$ cat src/rtl/multicycle_ctrl.sv
// Multi-cycle control FSM: sequences instruction fetch, decode, execute, memory and
// write-back, and drives the fetch stage's PC enable and branch select.
module multicycle_ctrl #(
  parameter int TIMEOUT = 16,
  parameter int CNT_W   = 32
) (
  input  logic             Clock,
  input  logic             Reset,
  input  logic [5:0]       Opcode,
  input  logic             Z,
  input  logic             IMemRdy,
  input  logic             DMemRdy,
  output logic             IMemReq,
  output logic             IRWrite,
  output logic             DMemReq,
  output logic             MemWrite,
  output logic [1:0]       ALUOp,
  output logic             ALUSrcImm,
  output logic             RegWrite,
  output logic             RegDst,
  output logic             MemToReg,
  output logic             PCWrite,
  output logic             B,
  output logic             Illegal,
  output logic [2:0]       State,
  output logic [CNT_W-1:0] Retired
);

  localparam int WAIT_W = (TIMEOUT < 2) ? 1 : $clog2(TIMEOUT + 1);

  typedef enum logic [2:0] {
    S_FETCH  = 3'd0,
    S_DECODE = 3'd1,
    S_EXEC   = 3'd2,
    S_MEM    = 3'd3,
    S_WB     = 3'd4,
    S_ERR    = 3'd7
  } state_t;

  localparam logic [5:0] OP_R    = 6'b000000;
  localparam logic [5:0] OP_ADDI = 6'b001000;
  localparam logic [5:0] OP_LW   = 6'b100011;
  localparam logic [5:0] OP_SW   = 6'b101011;
  localparam logic [5:0] OP_BEQ  = 6'b000100;

  state_t             state_q, state_d;
  logic [5:0]         op_q, op_d;
  logic [WAIT_W-1:0]  wait_q, wait_d;
  logic [CNT_W-1:0]   retired_q, retired_d;
  logic               illegal_q, illegal_d;

  logic imem_req_s, ir_write_s, dmem_req_s, mem_write_s;
  logic [1:0] alu_op_s;
  logic alu_src_imm_s, reg_write_s, reg_dst_s, mem_to_reg_s, pc_write_s, b_s;
  logic wait_expired_s;

  // The zero flag is combined with B inside the fetch stage, not here.
  logic z_unused_s;
  assign z_unused_s = Z;

  assign wait_expired_s = (wait_q == WAIT_W'(TIMEOUT - 1));

  // Next-state, wait counter, counters and raw strobes.
  always_comb begin
    state_d       = state_q;
    op_d          = op_q;
    wait_d        = wait_q;
    imem_req_s    = 1'b0;
    ir_write_s    = 1'b0;
    dmem_req_s    = 1'b0;
    mem_write_s   = 1'b0;
    alu_op_s      = 2'b00;
    alu_src_imm_s = 1'b0;
    reg_write_s   = 1'b0;
    reg_dst_s     = 1'b0;
    mem_to_reg_s  = 1'b0;
    pc_write_s    = 1'b0;
    b_s           = 1'b0;

    case (state_q)
      S_FETCH: begin
        imem_req_s = 1'b1;
        if (IMemRdy) begin
          ir_write_s = 1'b1;
          state_d    = S_DECODE;
        end else if (wait_expired_s) begin
          state_d = S_ERR;
        end else begin
          wait_d = wait_q + WAIT_W'(1);
        end
      end
      S_DECODE: begin
        op_d = Opcode;
        case (Opcode)
          OP_R, OP_ADDI, OP_LW, OP_SW, OP_BEQ: state_d = S_EXEC;
          default:                             state_d = S_ERR;
        endcase
      end
      S_EXEC: begin
        case (op_q)
          OP_R: begin
            alu_op_s = 2'b10;
            state_d  = S_WB;
          end
          OP_ADDI: begin
            alu_src_imm_s = 1'b1;
            state_d       = S_WB;
          end
          OP_LW, OP_SW: begin
            alu_src_imm_s = 1'b1;
            state_d       = S_MEM;
          end
          OP_BEQ: begin
            alu_op_s   = 2'b01;
            b_s        = 1'b1;
            pc_write_s = 1'b1;
            state_d    = S_FETCH;
          end
          default: state_d = S_ERR;
        endcase
      end
      S_MEM: begin
        dmem_req_s  = 1'b1;
        mem_write_s = (op_q == OP_SW);
        if (DMemRdy) begin
          if (op_q == OP_SW) begin
            pc_write_s = 1'b1;
            state_d    = S_FETCH;
          end else begin
            state_d = S_WB;
          end
        end else if (wait_expired_s) begin
          state_d = S_ERR;
        end else begin
          wait_d = wait_q + WAIT_W'(1);
        end
      end
      S_WB: begin
        reg_write_s  = 1'b1;
        pc_write_s   = 1'b1;
        reg_dst_s    = (op_q == OP_R);
        mem_to_reg_s = (op_q == OP_LW);
        state_d      = S_FETCH;
      end
      S_ERR:   state_d = S_ERR;
      default: state_d = S_ERR;
    endcase

    if (state_d != state_q) begin
      wait_d = '0;
    end else begin
      wait_d = wait_d;
    end

    retired_d = retired_q + (pc_write_s ? CNT_W'(1) : CNT_W'(0));
    illegal_d = illegal_q | (state_d == S_ERR);
  end

  // State, latched opcode, wait counter and sticky status registers.
  always_ff @(posedge Clock) begin
    if (Reset) begin
      state_q   <= S_FETCH;
      op_q      <= 6'd0;
      wait_q    <= '0;
      retired_q <= '0;
      illegal_q <= 1'b0;
    end else begin
      state_q   <= state_d;
      op_q      <= op_d;
      wait_q    <= wait_d;
      retired_q <= retired_d;
      illegal_q <= illegal_d;
    end
  end

  // Strobes are forced low while Reset is held so an aborted instruction has no effect.
  assign IMemReq   = imem_req_s    & ~Reset;
  assign IRWrite   = ir_write_s    & ~Reset;
  assign DMemReq   = dmem_req_s    & ~Reset;
  assign MemWrite  = mem_write_s   & ~Reset;
  assign ALUOp     = alu_op_s      & {2{~Reset}};
  assign ALUSrcImm = alu_src_imm_s & ~Reset;
  assign RegWrite  = reg_write_s   & ~Reset;
  assign RegDst    = reg_dst_s     & ~Reset;
  assign MemToReg  = mem_to_reg_s  & ~Reset;
  assign PCWrite   = pc_write_s    & ~Reset;
  assign B         = b_s           & ~Reset;
  assign Illegal   = illegal_q;
  assign State     = state_q;
  assign Retired   = retired_q;

endmodule

$ cat config.mk
export PLATFORM = sky130hd
export DESIGN_NAME = multicycle_ctrl
export DESIGN_NICKNAME = d
export VERILOG_FILES = /design/src/rtl/multicycle_ctrl.sv
export SDC_FILE = /design/constraint.sdc
export NUM_CORES = 1
export LEC_CHECK = 0
export ABC_AREA = 1
export CAP_MARGIN = 20
export CELL_PAD_IN_SITES_DETAIL_PLACEMENT = 1
export CELL_PAD_IN_SITES_GLOBAL_PLACEMENT = 2
export CORE_ASPECT_RATIO = 1.75
export CORE_MARGIN = 4
export CORE_UTILIZATION = 29
export DETAILED_ROUTE_END_ITERATION = 6
export PLACE_DENSITY_LB_ADDON = 0.1
export SYNTH_ARGS = -nofsm -noshare
export SYNTH_HDL_FRONTEND = slang
export SYNTH_SLANG_ARGS = --single-unit
$ cat constraint.sdc
create_clock -name Clock -period 5.7 [get_ports Clock]
set_clock_uncertainty 0.1 [all_clocks]
set_input_delay 0.855 -clock Clock [delete_from_list [all_inputs] [get_ports Clock]]
set_output_delay 0.855 -clock Clock [all_outputs]
set_load 0.02 [all_outputs]
== Word-level counts from Yosys, hierarchy flattened ==
Index checks and enable logic that the tools add are counted.
W data, S select, Z words.

* Word-level logic and storage cells: 76
* Input port bits: 11
* Bits in registers: 47
* Output and inout bits: 48

* Add/sub/neg operators: 2
* Bitwise gates (word level): 13
* Reduce and logical (&&, ||, !) cells: 10
* Equality and inequality tests: 17
* Mux-type cells: 29

{| class="wikitable"
|+ Operators with widths
! kind !! number
|-
| $add A32 B1 Y32 || 1
|-
| $eq A6 B6 Y1 const B || 4
|-
| $mux W1 || 15
|-
| $mux W3 || 5
|-
| $mux W5 || 3
|-
| $pmux W3 S5 || 1
|-
| $eq A6 B3 Y1 const B || 2
|-
| $eq A6 B4 Y1 const B || 2
|-
| $logic_not A6 Y1 || 2
|-
| $and A1 B1 Y1 || 10
|-
| $pmux W5 S2 || 1
|-
| $pmux W3 S3 || 1
|-
| $eq A3 B2 Y1 const B || 2
|-
| $eq A3 B3 Y1 const B || 2
|-
| $reduce_or A2 Y1 || 3
|-
| $add A5 B1 Y5 const B || 1
|-
| $eq A5 B4 Y1 const B || 1
|-
| $reduce_or A5 Y1 || 1
|-
| $ne A2 B2 Y1 const B || 2
|-
| $pmux W2 S2 || 1
|-
| $eq A3 B1 Y1 const B || 1
|-
| $logic_not A3 Y1 || 1
|-
| $ne A3 B3 Y1 || 1
|-
| $pmux W1 S3 || 1
|-
| other kinds (7) || 7
|}

== Depth between registers and ports, before layout ==
* Depth after elaboration: 6
* Gate-level depth with buffers: 16
* Depth with buffers taken out: 16

== Worst setup path after synthesis ==
No wires, ideal clock.

* Kind: in2out
* Start: input Reset
* End: output RegDst
* Stages on the path: 3
* Slack: 2.949 ns
* Required time: 4.745 ns
* Arrival: 1.796 ns
* Path through: buf_1 -> clkbuf_1 -> nor3_1

* Longest elaborated chain between the ends: 2

{| class="wikitable"
|+ Ends and longest elaborated chain
! element !! RTL line !! text
|-
| from (decl) || 8 || <nowiki>input logic Reset,</nowiki>
|-
| $not A1 Y1 || 184 || <nowiki>assign RegDst = reg_dst_s & ~Reset;</nowiki>
|-
| $and A1 B1 Y1 || 184 ||
|-
| to (decl) || 20 || <nowiki>output logic RegDst,</nowiki>
|}

Every way passes these cells.

== Final worst setup path ==
* Start: input Reset
* End: output IRWrite

* Longest elaborated chain between the ends: 2

{| class="wikitable"
|+ Ends and longest elaborated chain
! element !! RTL line !! text
|-
| $not A1 Y1 || 178 || <nowiki>assign IRWrite = ir_write_s & ~Reset;</nowiki>
|-
| $and A1 B1 Y1 || 178 ||
|-
| to (decl) || 14 || <nowiki>output logic IRWrite,</nowiki>
|}

Every way passes these cells.

==> impl_metrics.tcl <==
set metrics [dict create \
    die_w_microns 81.3 \
    seq_area_frac_synth_pct 34.5 \
    syn-cell-area_sq_um 2730 \
    ctsLongestPathBuffers 2 \
    insertion_delay_ns 0.29 \
    cts_buffers 5 \
    cap_violations 0 \
    critPathKind "in2out" \
    worst_pin_slew_ns 0.783 \
    ir_drop_mv 0.196 \
    avgRoutedWirePerCell_microns 14.9 \
    setup_viol 0 \
    grt_pass1_vias 2997 \
    syn2layout_area_growth_pct 31.4 \
    cp.arrival_ns 2.91 \
    required_ns 4.74 \
    routed_wl_mm 8.88 \
    drt_first_pass_iters 4 \
    holdBufCountCts 0 \
    cts_max_level 2 \
    cellPowerDensity_nw_per_um2 308 \
    hold-worst-slack_ns 0.378 \
    yosysWarningCount 0 \
    critPathMaxFanout 17 \
    syn_avg_cell_area_sq_um 6.56 \
    period_needed_ns 3.86 \
    clk_pin_slew_ns 0.06 \
    initial_core_util_pct 29.8 \
    synth-edff-count 0 \
    syn-num-nets 431 \
    layout.nets 491 \
    hold_class "reg2reg" \
    r2r_slack_ns 2.51 \
    place_ws_ns 1.82 \
    grt_overflow_total 0 \
    async_reset_ff_share_pct 0 \
    port-buffer-count 57 \
    place_hpwl_mm 7.21 \
    nFillCells 1181 \
    final-instance-count-excl-fill 596 \
    drv_slew 0 \
    gp_congestion 0.793 \
    via_per_inst 4.77 \
    placed_cells 589 \
    critPathLaunchType "input port" \
    ios 59 \
    cts_sinks 47 \
    cts_setup_buffers 0 \
    drt_iter0_markers 61 \
    antenna_found_initial 0 \
    setup_slack_ns 1.84 \
    grt_max_degree 22 \
    setup_tns_ns 0 \
    drc 0 \
    slew_headroom_pct 47.7 \
    ys.flop_type "dfxtp_1" \
    synth_cell_type_count 33 \
    diodes 0 \
    end_kind "primary output" \
    grt_pass1_wl_mm 14.5 \
    core_area_sq_um 9150 \
    netlist_instances 416 \
    synth-seq-cells 47 \
    vias 2840 \
    row_count 46 \
    outcome "completed" \
    root_buffer "clkbuf_16" \
    drive_above_1_share_pct 12.2 \
    hold_viol 0 \
    rsz0062_at_grt "no" \
    ant_nets 0 \
    power.leakage_nw 1.26 \
    cts_resized 0 \
    die_h_microns 136 \
    fin_crit_sh_pct 67.8 \
    fmax_mhz 259 \
    grt_usage_pct 17.4 \
    tritoncts "yes" \
    dieArea_sq_um 11100 \
]
## flip-flops by register name (all words and copies together), names as in the netlist
| register | cells |
|---|---|
| wait_q | 5 |
| Illegal | 1 |
| op_q | 6 |
| State | 3 |
| Retired | 32 |
## cells in the final DEF (no fill, tap or decap), types with 13 or more instances in the layout
cell type        netlist  layout
nand4_1               14      14
nand2_1               84      84
inv_1                 47      47
a21oi_1               20      20
nor2_1                71      71
nand3_1               26      26
inv_2                 13      13
o21ai_0               14      14
dfxtp_1               47      47
clkdlybuf4s50_1        0      57
nor2_2                13      13
nor3_1                14      14
## metal layers
metal  wire, microns  GRT usage, %  vias up
met3             307          2.85       12
met1            3270          17.5     1335
li1                -             -     1439
met4             190          6.30        0
met2            5110          34.1       54
met5               0             0        -
## path summary, 6_finish.rpt
check                                               to                 from  cells after the start
worst max-delay path                           IRWrite                Reset                      4
worst min-delay path                Illegal$_SDFF_PP0_   Illegal$_SDFF_PP0_                      2
worst max register to register  Retired[14]$_SDFF_PP0_  State[1]$_SDFF_PP0_                     13
worst min register to register      Illegal$_SDFF_PP0_   Illegal$_SDFF_PP0_                      2
## synth_stat cells, drive strengths merged (3+ instances only)
cell type	number	area [sq um]
or2	5	31.3
xor2	4	35.0
ha	4	50.1
xnor2	3	26.3
nor2	86	370
nor3b	4	45.1
inv	60	225
nand3	27	140
dfxtp	47	941
nor3	21	140
clkbuf	4	15.0
nand4	14	87.6
nand2	92	370
a21oi	20	100
o21ai	15	86.3
## kinds of logic (layout without fill, tap and decap cells)
group           count (synthesis)  count (layout)  share of synthesized area (%)
simple gates                  253             253                           44.4
buf+inv                        66             126                           9.13
flops                          47              47                           34.5
compound gates                 39              39                           7.89
xor+xnor                        7               7                           2.25
fa+ha+maj                       4               4                           1.83
## layout make-up
type	instances	area, sq um	share of cell area (%)
Tap cell	120	150	4.19
Sequential cell	47	941	26.3
Inverter	60	225	6.28
Clock inverter	1	5.00	0.140
Timing Repair Buffer	59	586	16.3
Multi-Input combinational cell	303	1540	42.9
Clock buffer	6	139	3.88
## per-stage QoR
step | total power, mW | instance area, sq um | utilization [%]
6_report | 1.10 | 3580 | 39.2
5_1_grt | 1.19 | 3580 | 39.2
4_1_cts | 1.12 | 3580 | 39.2
3_5_place_dp | 0.815 | 3440 | 37.6
3_3_place_gp | 0.807 | 3440 | 37.6
2_1_floorplan | 0.683 | 2730 | -
## where the power goes
part           switching, mW  total (mW)  leakage [nW]  internal (mW)
Combinational          0.258       0.398         0.808          0.141
Clock                  0.128       0.300        0.0727          0.172
Sequential            0.0399       0.404         0.380          0.364
Total                  0.425        1.10          1.26          0.676
## worst max-delay path: stages
cell and delay (ns):
clkdlybuf4s50_1 0.81, buf_4 0.41, nor3_1 0.19, clkdlybuf4s50_1 0.63
Power figures use the tool's default switching activity.
